### src/rtl/lsu_mem_ctrl.sv
// Load/store controller in front of a word-wide DataMemory.
// Accepts byte-addressed loads and stores. Byte and halfword stores are done
// as read-modify-write because the memory only writes whole words.
module lsu_mem_ctrl #(
  parameter int unsigned MEM_WORDS = 256,
  parameter int unsigned IDX_W     = 8
) (
  input  logic        clk,
  input  logic        rst_n,
  input  logic        req_valid,
  output logic        req_ready,
  input  logic        req_write,
  input  logic [1:0]  req_size,
  input  logic        req_signed,
  input  logic [31:0] req_addr,
  input  logic [31:0] req_wdata,
  output logic        resp_valid,
  output logic        resp_err,
  output logic [31:0] resp_rdata,
  output logic [31:0] mem_addr,
  output logic        mem_read,
  output logic        mem_write,
  output logic [31:0] mem_wdata,
  input  logic [31:0] mem_rdata
);

  typedef enum logic [1:0] {S_IDLE, S_RD, S_WR} state_t;

  state_t             r_state;
  state_t             w_next;

  logic               r_write;
  logic [1:0]         r_size;
  logic               r_signed;
  logic [1:0]         r_lane;
  logic [IDX_W-1:0]   r_idx;
  logic [15:0]        r_wdata;
  logic [31:0]        r_merged;
  logic               r_resp_valid;
  logic               r_resp_err;
  logic [31:0]        r_resp_rdata;

  logic               w_accept;
  logic               w_err;
  logic [7:0]         w_byte;
  logic [15:0]        w_half;
  logic [31:0]        w_load;
  logic [31:0]        w_merge;

  assign w_accept   = req_valid && (r_state == S_IDLE);
  assign resp_valid = r_resp_valid;
  assign resp_err   = r_resp_err;
  assign resp_rdata = r_resp_rdata;

  // Request legality: illegal size, misalignment, or word index beyond memory
  always_comb begin
    w_err = 1'b0;
    case (req_size)
      2'd1:    w_err = req_addr[0];
      2'd2:    w_err = |req_addr[1:0];
      2'd3:    w_err = 1'b1;
      default: w_err = 1'b0;
    endcase
    if (32'(req_addr[31:2]) >= MEM_WORDS) w_err = 1'b1;
  end

  // State register
  always_ff @(posedge clk or negedge rst_n) begin
    if (!rst_n) r_state <= S_IDLE;
    else        r_state <= w_next;
  end

  // Next-state logic
  always_comb begin
    w_next = r_state;
    case (r_state)
      S_IDLE: if (w_accept && !w_err)
                w_next = (req_write && req_size == 2'd2) ? S_WR : S_RD;
      S_RD:   w_next = r_write ? S_WR : S_IDLE;
      S_WR:   w_next = S_IDLE;
      default: w_next = S_IDLE;
    endcase
  end

  // Handshake and memory port decode, purely from state
  always_comb begin
    req_ready = (r_state == S_IDLE);
    mem_read  = (r_state == S_RD);
    mem_write = (r_state == S_WR);
    mem_addr  = (r_state == S_IDLE) ? '0 : 32'(r_idx);
    mem_wdata = (r_state == S_WR) ? r_merged : '0;
  end

  // Load lane selection and sign/zero extension of the word read in RD
  always_comb begin
    case (r_lane)
      2'd0:    w_byte = mem_rdata[7:0];
      2'd1:    w_byte = mem_rdata[15:8];
      2'd2:    w_byte = mem_rdata[23:16];
      default: w_byte = mem_rdata[31:24];
    endcase
    w_half = r_lane[1] ? mem_rdata[31:16] : mem_rdata[15:0];
    case (r_size)
      2'd0:    w_load = {{24{r_signed & w_byte[7]}}, w_byte};
      2'd1:    w_load = {{16{r_signed & w_half[15]}}, w_half};
      default: w_load = mem_rdata;
    endcase
  end

  // Sub-word store merge into the word read in RD
  always_comb begin
    w_merge = mem_rdata;
    if (r_size == 2'd0) begin
      case (r_lane)
        2'd0:    w_merge[7:0]   = r_wdata[7:0];
        2'd1:    w_merge[15:8]  = r_wdata[7:0];
        2'd2:    w_merge[23:16] = r_wdata[7:0];
        default: w_merge[31:24] = r_wdata[7:0];
      endcase
    end else if (r_size == 2'd1) begin
      if (r_lane[1]) w_merge[31:16] = r_wdata;
      else           w_merge[15:0]  = r_wdata;
    end
  end

  // Request latch, write-data staging and registered response
  always_ff @(posedge clk or negedge rst_n) begin
    if (!rst_n) begin
      r_write      <= 1'b0;
      r_size       <= '0;
      r_signed     <= 1'b0;
      r_lane       <= '0;
      r_idx        <= '0;
      r_wdata      <= '0;
      r_merged     <= '0;
      r_resp_valid <= 1'b0;
      r_resp_err   <= 1'b0;
      r_resp_rdata <= '0;
    end else begin
      r_resp_valid <= 1'b0;
      r_resp_err   <= 1'b0;
      r_resp_rdata <= '0;
      case (r_state)
        S_IDLE: if (w_accept) begin
          r_write  <= req_write;
          r_size   <= req_size;
          r_signed <= req_signed;
          r_lane   <= req_addr[1:0];
          r_idx    <= req_addr[IDX_W+1:2];
          r_wdata  <= req_wdata[15:0];
          // Word stores write this directly; sub-word stores overwrite it in RD
          r_merged <= req_wdata;
          if (w_err) begin
            r_resp_valid <= 1'b1;
            r_resp_err   <= 1'b1;
          end
        end
        S_RD: begin
          if (r_write) begin
            r_merged <= w_merge;
          end else begin
            r_resp_valid <= 1'b1;
            r_resp_rdata <= w_load;
          end
        end
        S_WR: r_resp_valid <= 1'b1;
        default: ;
      endcase
    end
  end

endmodule

### config.mk
export PLATFORM = sky130hd
export DESIGN_NAME = lsu_mem_ctrl
export DESIGN_NICKNAME = d
export VERILOG_FILES = /design/src/rtl/lsu_mem_ctrl.sv
export SDC_FILE = /design/constraint.sdc
export NUM_CORES = 1
export LEC_CHECK = 0
export ABC_AREA = 1
export CAP_MARGIN = 20
export CORE_ASPECT_RATIO = 1.4
export CORE_UTILIZATION = 41
export CTS_BUF_LIST = sky130_fd_sc_hd__clkbuf_16
export CTS_CLUSTER_SIZE = 12
export DETAILED_ROUTE_END_ITERATION = 8
export PLACE_DENSITY = 0.77
export SYNTH_ARGS = -nofsm -noshare
export SYNTH_HDL_FRONTEND = slang
export SYNTH_SLANG_ARGS = --single-unit
export TNS_END_PERCENT = 100
### constraint.sdc
create_clock -name clk -period 1.5 [get_ports clk]
set_clock_uncertainty 0.05 [all_clocks]
set_input_delay 0.225 -clock clk [delete_from_list [all_inputs] [get_ports clk]]
set_output_delay 0.225 -clock clk [all_outputs]
set_load 0.01 [all_outputs]
==> results.tsv <==
stage	metric	value	unit
global_route	grt_max_degree	36	
route	drc_errors	0	
critical_path	crit_cells	5	
clocking	cts_buffers	9	
critical_path	path_cells	buf_6 -> nor2_4 -> buf_6 -> buf_6 -> buf_6	
floorplanning	core-area	0.0138	mm^2
critical_path	cp.required	1.22	ns
critical_path	critPathBufInv	4	
route	drt-wirelength-per-cell	17.0	um
sta	timing.hold.ws	0.308	ns
synthesis	synth_area_leaders	dfrtp_1 42%, nand2_1 13%, nand3_1 8.6%	
critical_path	start_kind	register	
placement	dpl.hpwl	14.1	mm
run	maxCapViolations	0	
global_route	grt_pass1_vias	5750	
sta	finalSetupTns	-8.70	ns
synthesis	yosysWarnings	0	
synthesis	synthCells	820	
route	vias	6520	
final_layout	nFillCells	1154	
clocking	cts_tree	yes	
worst_hold_path	hold_class	in2async	
status	status	complete, but fails checks	
final_layout	syn2layout_area_growth	57.5	%
synthesis	yosysSeqAreaShare	42.3	%
power_and_ir_drop	powerDensity	743	mW/mm^2
global_route	grt_remaining_overflow	0	
sta	fmax	0.600	GHz
synthesis	synth_area	0.00579	mm^2
global_route	grt_antenna_before_repair	0	
status	failed_checks	setup timing	
synthesis	syn_area_per_cell	7.07	um^2
synthesis	yosysTopAreaCell	dfrtp_1	
route	viasPerCell	5.23	
synthesis	yosys.cell_types.count	31	
critical_path	cp_max_fo	5	
placement	portBuffers	179	
placement	place_congestion	0.953	
floorplanning	dieArea	0.0146	mm^2
clocking	cts_root_buf	clkbuf_16	
sta	setup_ws	-0.168	ns
sta	post-route-period-util	111	%
route	wirelength	21.2	mm
clocking	cts.sinks	98	
sta	finalMaxSlewViolations	0	
synthesis	yosys_register_bits	98	
critical_path	crit_top_cell	buf_6	
floorplanning	io_pins	204	
route	dr.first_iter.drc_count	686	
final_layout	layout-drive-gt1-share	27.4	%
sta	min_period	1.67	ns
power_and_ir_drop	leakage	4.87	nW
critical_path	reg2reg_slack	-0.14	ns
synthesis	yosys.area.top_type_share	42.3	%
critical_path	max_stage_delay	0.43	ns
clocking	clk_pin_slew_worst_paths	0.07	ns
floorplanning	die_w	102	um
floorplanning	start_util	41.8	%
clocking	htree_levels	3	
route	drt_pass1_iterations	9	
critical_path	end_kind	output pin	
sta	rsz0062_at_grt	true	
critical_path	worstRegToRegCells	8	
critical_path	arrival	1.39	ns
floorplanning	num_rows	51	
floorplanning	die_h	143	um
sta	setup_viol	98	
critical_path	cpLargestDelayFamily	buffers and inverters	
global_route	grt_pass1_wl	28.9	mm
global_route	grt_usage	26.5	%
final_layout	final_nets	1160	
power_and_ir_drop	peakVddDrop	0.524	mV
sta	final_hold_viol_count	0	
critical_path	critPathKind	reg2out	
clocking	clock_path_buffers	2	
critical_path	crit_slowest_cell	dfrtp_1	
clocking	clk_latency	0.35	ns
final_layout	diodes	0	
route	drtAntennaViolNets	0	
[area by class of cell]
| class | count | area [um^2] | area share [%] |
|---|---|---|---|
| Timing Repair Buffer | 263 | 2630 | 28.9 |
| Sequential cell | 98 | 2460 | 26.9 |
| Tap cell | 185 | 231 | 2.54 |
| Clock inverter | 6 | 50.0 | 0.548 |
| Clock buffer | 9 | 225 | 2.47 |
| Inverter | 110 | 452 | 4.95 |
| Timing Repair inverter | 1 | 8.76 | 0.0960 |
| Multi-Input combinational cell | 574 | 3070 | 33.6 |
[logic make-up (layout without fill, tap and decap cells)]
group	Yosys count	count (layout)	share of synthesized area, %
DFF	98	98	42.3
other	1	24	0.0647
AOI/OAI and AO/OA	95	95	8.51
and+or+nand+nor	453	455	35.2
buffers and inverters	173	389	13.9
[cells in the mapped netlist, drive strengths merged]
library cell and instances:
nor3 1, nand3 101, a21oi 26, inv 110, dfrtp 98, a21boi 1, a31oi 2, or2 23
o21ai 59, nor2 120, nand4 1, buf 51, o22ai 7, clkbuf 12, conb 1, nand2 207
[metal layers]
layer  GRT usage (%)  vias up  wire length [um]
met5               0        -                 0
met4            14.1        0              1240
met3            3.38      117              1670
met2            48.6      412             11100
met1            29.1     3013              7140
li1                -     2978                 -
[placed cells by master, fill, tap and decap left out, types with 13 or more instances in the layout]
master / n
o21ai_0: 29
buf_6: 18
dfrtp_1: 95
dlygate4sd2_1: 17
a21oi_1: 16
conb_1: 24
nor2_2: 30
nand3_1: 86
buf_2: 40
nand2_1: 176
inv_1: 99
clkdlybuf4s50_1: 104
nand2_2: 22
buf_4: 44
nor2_4: 21
nand3_2: 13
o21ai_1: 22
clkbuf_16: 16
dlymetal6s2s_1: 14
nor2_1: 69
[sequential cells by signal (all words and copies together) (netlist names)]
signal      flops
r_wdata        16
r_merged       32
r_size          2
r_lane          2
resp_rdata     32
r_write         1
resp_valid      1
resp_err        1
r_idx           8
r_signed        1
r_state         2
[final timing paths]
| kind | endpoint | start |
|---|---|---|
| max | req_ready | r_state[0] |
| min | resp_rdata[12] | rst_n |
| max reg2reg | r_merged[15] | r_state[0] |
| min reg2reg | r_merged[20] | r_merged[20] |
| max in group asynchronous | r_merged[28] | rst_n |
| min in group clk | r_signed | req_signed |
[per-stage QoR]
stage	cells	util (%)	power, mW	instance area (um^2)	worst slack (ns)
2_1_floorplan	843	-	3.65	5880	0.0166
3_3_place_gp	1197	57.9	4.25	8010	-0.178
3_5_place_dp	1197	57.9	4.27	8010	-0.234
4_1_cts	1223	60.8	6.54	8420	-0.211
5_1_grt	1246	65.9	7.06	9130	-0.210
6_report	1246	65.9	6.78	9130	-0.168
[report_power, final]
part           switching (mW)  internal, mW
sequential              0.124          2.79
combinational           0.911         0.730
clock                    1.08          1.14
[what timing repair did]
action / CTS / global route
setup buffers: 6 / 13
setup endpoints to repair: 114 / 146
gates cloned: 5 / 10
hold endpoints to repair: 27 / 0
hold buffers: 1 / 0
gates resized for setup: 211 / 188
pin swaps: 5 / 33
Power figures use the tool's default switching activity.
